===== config.mk =====
export PLATFORM = sky130hd
export DESIGN_NAME = fp_accumulator
export DESIGN_NICKNAME = d
export VERILOG_FILES = /design/src/rtl/fp_accumulator.sv
export SDC_FILE = /design/constraint.sdc
export NUM_CORES = 1
export LEC_CHECK = 0
export CAP_MARGIN = 20
export CORE_ASPECT_RATIO = 1.5
export CORE_MARGIN = 8
export CORE_UTILIZATION = 37
export DETAILED_ROUTE_END_ITERATION = 6
export GPL_TIMING_DRIVEN = 0
export PLACE_DENSITY = 0.92
export SYNTH_ARGS = -nofsm -noshare
export SYNTH_HDL_FRONTEND = slang
export SYNTH_SLANG_ARGS = --single-unit

===== constraint.sdc =====
create_clock -name clk -period 3.6 [get_ports clk]
set_clock_uncertainty 0.1 [all_clocks]
set_input_delay 1.08 -clock clk [delete_from_list [all_inputs] [get_ports clk]]
set_output_delay 1.08 -clock clk [all_outputs]
set_load 0.02 [all_outputs]

===== src/rtl/fp_accumulator.sv =====
// Sequential front end for a combinational binary32 adder: sums N_TERMS operands
// (or fewer when in_last) and presents the total one cycle after the last accept.
module fp_accumulator #(
  parameter int N_TERMS = 8,
  parameter int CNT_W   = 4
) (
  input  logic             clk,
  input  logic             rst,
  input  logic             in_valid,
  output logic             in_ready,
  input  logic [31:0]      in_data,
  input  logic             in_last,
  output logic [31:0]      add_a,
  output logic [31:0]      add_b,
  input  logic [31:0]      add_sum,
  output logic             out_valid,
  input  logic             out_ready,
  output logic [31:0]      out_data,
  output logic [CNT_W-1:0] out_count
);

  typedef enum logic {ACC, DONE} state_t;

  // Counter value of the accepting beat that completes a full group.
  localparam logic [CNT_W-1:0] LAST_CNT = CNT_W'(N_TERMS - 1);

  state_t           state;
  logic [31:0]      acc_q;
  logic [CNT_W-1:0] cnt_q;

  always_ff @(posedge clk or posedge rst) begin
    if (rst) begin
      state <= ACC;
      acc_q <= 32'h0000_0000;
      cnt_q <= '0;
    end else begin
      case (state)
        ACC: begin
          if (in_valid) begin
            // First term bypasses the adder so -0, denormals, Inf and NaN survive bit-exact.
            acc_q <= (cnt_q == '0) ? in_data : add_sum;
            cnt_q <= cnt_q + 1'b1;
            if (cnt_q == LAST_CNT || in_last)
              state <= DONE;
          end
        end
        DONE: begin
          if (out_ready) begin
            state <= ACC;
            acc_q <= 32'h0000_0000;
            cnt_q <= '0;
          end
        end
        default: state <= ACC;
      endcase
    end
  end

  assign in_ready  = (state == ACC);
  assign out_valid = (state == DONE);
  assign add_a     = acc_q;
  assign add_b     = in_data;
  assign out_data  = acc_q;
  assign out_count = cnt_q;

endmodule

# Word-level counts from Yosys, hierarchy flattened
# Index checks and enable logic that the tools add are counted.
[word_totals] output_inout_bits=102 inputBits=69 regBits=37 elab_cells=22
[classes] n_addsub=1 reduce_logical=3 n_mux=11 n_eq_ne=3 bitwise_logic=1
[op_table] cell="32-bit two-way mux" n=3
[op_table] cell="32-bit case mux with 2 select lines" n=1
[op_table] cell="4-bit two-way mux" n=2
[op_table] cell="4-bit case mux with 2 select lines" n=1
[op_table] cell="4-bit by 1-bit adder with 4-bit output (second input constant)" n=1
[op_table] cell="4-bit by 3-bit == test with 1-bit output (second input constant)" n=1
[op_table] cell="4-bit logical NOT" n=1
[op_table] cell="2-bit != test (second input constant)" n=2
[op_table] cell="1-bit two-way mux" n=3
[op_table] cell="1-bit case mux with 2 select lines" n=1
[op_table] cell="2-bit AND reduction" n=1
[op_table] cell="1-bit logical OR" n=1
[op_table] cell="1-bit NOT" n=1

# Longest topological paths before layout
# Gate-level depths: netlist of run 1.
[depth] depth_word=5 mapped_depth=7 mapped_depth_nobuf=5

# Worst setup path after synthesis of run 1
# Ideal clock, no wire load.
[synth_path] path_kind="input to output" from="in in_data[0]" to="out add_b[0]" arrival_time_ps=1214 n_path_buf=1 cell_stages=1 setup_slack_ps=1206 required_time_ps=2420 cell_sequence="buf_4"
[synth_rtl] element="start, declared" line="11" text="input logic [31:0] in_data,"
[synth_rtl] element="end, declared" line="14" text="output logic [31:0] add_b,"
# No word-level cell between the ends.

# Worst setup path in the final report of run 1
[layout_path] from="in in_data[2]" to="out add_b[2]"
# No word-level cell between the ends.

==> results of run 1 <==
==> through the flow <==
stage | cell area [µm²] | hold slack, ns | std cells | total power [mW] | util (%)
5_1_grt | 4230 | 0.449 | 483 | 2.95 | 69.5
2_1_floorplan | 2300 | 0.504 | 230 | 1.75 | -
3_3_place_gp | 4100 | 0.393 | 474 | 2.48 | 67.3
6_report | 4230 | 0.404 | 483 | 2.80 | 69.5
3_5_place_dp | 4130 | 0.396 | 475 | 2.53 | 67.8
4_1_cts | 4230 | 0.413 | 483 | 2.85 | 69.5
==> report_power, final <==
group	internal, mW	switching [mW]	leakage (nW)	total [mW]
clock network	0.173	0.139	0.0542	0.312
registers	0.550	0.130	0.470	0.680
logic	0.999	0.814	1.38	1.81
total	1.72	1.08	1.90	2.80
==> final cells by class <==
| class | instances | area, µm² | share of cell area [%] |
|---|---|---|---|
| sequential | 37 | 926 | 21.9 |
| buffer | 74 | 601 | 14.2 |
| multi-input combinational | 114 | 759 | 18.0 |
| clock buffer | 7 | 96.3 | 2.28 |
| clock inverter | 1 | 5.00 | 0.118 |
| timing repair buffer | 171 | 1730 | 40.9 |
| tap | 74 | 92.6 | 2.19 |
| inverter | 5 | 18.8 | 0.444 |
==> cells in the final DEF (no fill, tap or decap) <==
cell / count
sky130_fd_sc_hd__mux2i_1: 33
sky130_fd_sc_hd__buf_4: 64
sky130_fd_sc_hd__buf_16: 1
sky130_fd_sc_hd__nand2_2: 1
sky130_fd_sc_hd__dfrtp_1: 37
sky130_fd_sc_hd__buf_2: 1
sky130_fd_sc_hd__clkinv_2: 1
sky130_fd_sc_hd__a22o_1: 1
sky130_fd_sc_hd__o21ai_2: 3
sky130_fd_sc_hd__nor3b_2: 1
sky130_fd_sc_hd__o22ai_1: 1
sky130_fd_sc_hd__nand3b_1: 1
sky130_fd_sc_hd__inv_1: 5
sky130_fd_sc_hd__nand4_1: 1
sky130_fd_sc_hd__nor2b_1: 1
sky130_fd_sc_hd__nand2_1: 35
sky130_fd_sc_hd__mux2i_4: 1
sky130_fd_sc_hd__buf_6: 4
sky130_fd_sc_hd__o21ai_0: 3
sky130_fd_sc_hd__xor2_1: 1
sky130_fd_sc_hd__a21oi_1: 1
sky130_fd_sc_hd__clkdlybuf4s50_1: 170
sky130_fd_sc_hd__a31oi_1: 1
sky130_fd_sc_hd__o21ai_1: 27
sky130_fd_sc_hd__clkbuf_8: 7
sky130_fd_sc_hd__buf_12: 3
sky130_fd_sc_hd__ha_1: 2
sky130_fd_sc_hd__clkbuf_2: 2
==> sequential cells by signal (all words and copies together), names as in the netlist <==
name / cells
add_a: 32
out_count: 4
out_valid: 1
==> cells by family after synthesis <==
family	Yosys count	share of synthesized area, %
flip-flops	37	40.2
adder cells (fa/ha/maj)	2	1.09
XOR/XNOR	1	0.380
AND/OR/NAND/NOR	40	7.38
buffers and inverters	79	26.9
multiplexers	34	15.3
AO/OA/AOI/OAI	37	8.80
==> per-layer routing <==
metal	wire length, µm	global-route usage [%]
met3	655	4.96
met4	82	3.54
met2	4330	30.8
met1	2600	15.7
met5	0	0
==> worst min-delay path, delay by kind of cell (launching register included) <==
| family | cells | cell delay (ns) |
|---|---|---|
| simple gates | 1 | 0.05 |
| compound gates | 1 | 0.06 |
| flops | 1 | 0.36 |
==> worst paths after layout <==
kind,startpoint,to,slack (ns),depth (start not counted)
max,in_data[2],add_b[2],0.13,3
min,add_a[11]$_DFFE_PP0P_,add_a[11]$_DFFE_PP0P_,0.40,2
max reg2reg,out_count[0]$_DFFE_PP0P_,add_a[5]$_DFFE_PP0P_,1.88,7
min reg2reg,add_a[11]$_DFFE_PP0P_,add_a[11]$_DFFE_PP0P_,0.40,2
max in group asynchronous,rst,add_a[21]$_DFFE_PP0P_,1.68,3
min in group asynchronous,rst,add_a[9]$_DFFE_PP0P_,1.17,2
==> impl_results.html, run 1 <==
<table>
<tr><th>Metric</th><th>Value</th></tr>
<tr><th colspan="2">Floorplanning</th></tr>
<tr><td>Placeable core region</td><td>6090 µm²</td></tr>
<tr><td>Starting density of the core</td><td>about 38%</td></tr>
<tr><td>Top-level port count</td><td>approximately 170</td></tr>
<tr><td>Number of standard-cell rows in the floorplan</td><td>35</td></tr>
<tr><td>DIE HEIGHT</td><td>113 µm</td></tr>
<tr><td>Width of the chip</td><td>between 80 and 90 µm</td></tr>
<tr><td>Area of the die</td><td>~9100 µm²</td></tr>
<tr><th colspan="2">Power</th></tr>
<tr><td>Power Dens Cells</td><td>approximately 660 nW/µm²</td></tr>
<tr><td>Maximum VDD drop</td><td>0.000449 V</td></tr>
<tr><td>Leakage power total</td><td>1.90 nW</td></tr>
<tr><th colspan="2">Synth</th></tr>
<tr><td>Proportion of netlist area held by the largest area contributor</td><td>40.2%</td></tr>
<tr><td>Net count after synthesis</td><td>around 300</td></tr>
<tr><td>Commonest cells in the synthesized netlist</td><td>64 x sky130_fd_sc_hd__buf_4, 37 x sky130_fd_sc_hd__dfrtp_1, 35 x sky130_fd_sc_hd__nand2_1, 33 x sky130_fd_sc_hd__mux2i_1, 27 x sky130_fd_sc_hd__o21ai_1</td></tr>
<tr><td>Cell type with the highest aggregate area in the netlist</td><td>sky130_fd_sc_hd__dfrtp_1</td></tr>
<tr><td>Share of synthesized area occupied by flip-flops and latches</td><td>40.2%</td></tr>
<tr><td>Post-synthesis instance area</td><td>roughly 2300 µm²</td></tr>
<tr><td>Fraction of registers with async set/reset</td><td>100%</td></tr>
<tr><td>Prevailing post-synth register cell</td><td>sky130_fd_sc_hd__dfrtp_1</td></tr>
<tr><td>Synthesis-stage register bit count</td><td>37</td></tr>
<tr><td>Yosys warning count</td><td>0</td></tr>
<tr><td>EDFF count, synth</td><td>0</td></tr>
<tr><td>Post-synthesis cell type count</td><td>24</td></tr>
<tr><td>Instance count of the mapped netlist</td><td>between 200 and 250</td></tr>
<tr><td>Synth Area per Inst</td><td>between 10 and 15 µm²</td></tr>
<tr><td>Most common cell in the synthesized netlist</td><td>sky130_fd_sc_hd__buf_4</td></tr>
<tr><td>Leading cell types by total area after synthesis</td><td>sky130_fd_sc_hd__dfrtp_1 40%, sky130_fd_sc_hd__buf_4 21%, sky130_fd_sc_hd__mux2i_1 14%, sky130_fd_sc_hd__o21ai_1 5.9%, sky130_fd_sc_hd__nand2_1 5.7%</td></tr>
<tr><th colspan="2">Setup path</th></tr>
<tr><td>Slowest stage delay, CP</td><td>roughly 0.6 ns</td></tr>
<tr><td>Arrival @ worst endpoint</td><td>approximately 2.3 ns</td></tr>
<tr><td>Crit path capture type</td><td>primary output</td></tr>
<tr><td>CP top delay family</td><td>buffers and inverters</td></tr>
<tr><td>WP data required</td><td>about 2.4 ns</td></tr>
<tr><td>Number of buffers and inverters on the critical path</td><td>3</td></tr>
<tr><td>Crit path launch type</td><td>primary input</td></tr>
<tr><td>CP most frequent cell</td><td>sky130_fd_sc_hd__clkdlybuf4s50_1</td></tr>
<tr><td>Critical-path top delay cell</td><td>sky130_fd_sc_hd__clkdlybuf4s50_1</td></tr>
<tr><td>Setup Crit Path Kind</td><td>primary input to primary output</td></tr>
<tr><td>Critical-path cell list</td><td>clkdlybuf4s50_1 -&gt; buf_4 -&gt; clkdlybuf4s50_1</td></tr>
<tr><td>CP Max Fanout</td><td>2</td></tr>
<tr><th colspan="2">Routing</th></tr>
<tr><td>Via count</td><td>~2.2k</td></tr>
<tr><td>Drt pass-1 iters</td><td>4</td></tr>
<tr><td>Drt initial violations</td><td>58</td></tr>
<tr><td>Total routed wirelength</td><td>around 7700 µm</td></tr>
<tr><td>DR vias/cell</td><td>approximately 4.5</td></tr>
<tr><td>DRC viols</td><td>0</td></tr>
<tr><td>Number of nets with antenna violations after routing</td><td>0</td></tr>
<tr><td>Detail-routed net length per standard cell</td><td>around 16 µm</td></tr>
<tr><th colspan="2">Timing</th></tr>
<tr><td>Max Clk Rate</td><td>about 290 MHz</td></tr>
<tr><td>Worst slew margin relative to its limit</td><td>a little under half</td></tr>
<tr><td>Crit path setup slack, layout</td><td>between 0.1 and 0.15 ns</td></tr>
<tr><td>Total count of hold-check failures in the final report</td><td>0</td></tr>
<tr><td>Clock period minus final worst setup slack</td><td>about 3.5 ns</td></tr>
<tr><td>Post-Route Setup TNS</td><td>0 ns</td></tr>
<tr><td>Unrepaired setup endpoints after global routing</td><td>false</td></tr>
<tr><td>Setup violators final</td><td>0</td></tr>
<tr><td>Slew at the pin closest to its max-slew limit</td><td>between 0.7 and 0.8 ns</td></tr>
<tr><td>Share of the clock period used by the worst path</td><td>about 96%</td></tr>
<tr><td>Fin. max-slew vios</td><td>0</td></tr>
<tr><th colspan="2">Clock network</th></tr>
<tr><td>CTS HTree Levels</td><td>2</td></tr>
<tr><td>Clock-pin slew reported for the worst setup and hold paths after clock tree synthesis</td><td>around 0.07 ns</td></tr>
<tr><td>Number of buffers on the longest clock path</td><td>2</td></tr>
<tr><td>Clk sinks</td><td>37</td></tr>
<tr><td>Clk root buf</td><td>sky130_fd_sc_hd__clkbuf_8</td></tr>
<tr><td>Clock tree from TritonCTS</td><td>built</td></tr>
<tr><td>Clock buffer count from CTS</td><td>5</td></tr>
<tr><td>Hold_buf cts</td><td>0</td></tr>
<tr><td>Clock latency at the later pin of the worst-skew pair</td><td>between 0.2 and 0.3 ns</td></tr>
<tr><td>Post-cts gate resize count</td><td>0</td></tr>
<tr><td>Post-CTS Repair Setup Buffers</td><td>0</td></tr>
<tr><th colspan="2">Global routing</th></tr>
<tr><td>Pin count of the biggest net entering global routing</td><td>20</td></tr>
<tr><td>Antenna violations before repair</td><td>0</td></tr>
<tr><td>Total global routing overflow</td><td>0</td></tr>
<tr><td>Wire length of the first global-routing pass</td><td>roughly 12,000 µm</td></tr>
<tr><td>Overall track demand over capacity in global routing</td><td>between 10% and 20%</td></tr>
<tr><td>Via count of the first global-routing pass</td><td>2,263</td></tr>
<tr><th colspan="2">Min path</th></tr>
<tr><td>Hold Path Class</td><td>flip-flop to flip-flop</td></tr>
<tr><th colspan="2">Job</th></tr>
<tr><td>Count of maximum capacitance violations</td><td>0</td></tr>
<tr><th colspan="2">Layout</th></tr>
<tr><td>Area growth from synthesis to final layout</td><td>83.4%</td></tr>
<tr><td>Antenna Diode Count</td><td>0</td></tr>
<tr><td>Filler cell count</td><td>about 500</td></tr>
<tr><td>Count of nets after finishing</td><td>~480</td></tr>
<tr><td>Proportion of layout cells with a drive suffix above 1</td><td>21.8%</td></tr>
<tr><th colspan="2">Place</th></tr>
<tr><td>DP HPWL</td><td>about 6600 µm</td></tr>
<tr><td>I/O Buffers</td><td>between 150 and 200</td></tr>
<tr><td>Routability congestion estimate</td><td>around 0.73</td></tr>
<tr><td>Worst setup slack before clock tree synthesis</td><td>0.114 ns</td></tr>
<tr><th colspan="2">Status</th></tr>
<tr><td>Status</td><td>finished, final reports clean</td></tr>
</table>
Power figures use the tool's default switching activity.
==> run 2, diff against run 1 <==
SKIP_LAST_GASP = 1   (was not set)
==> results of run 2 <==
Final layout, timing and power as in run 1 (identical DEF).
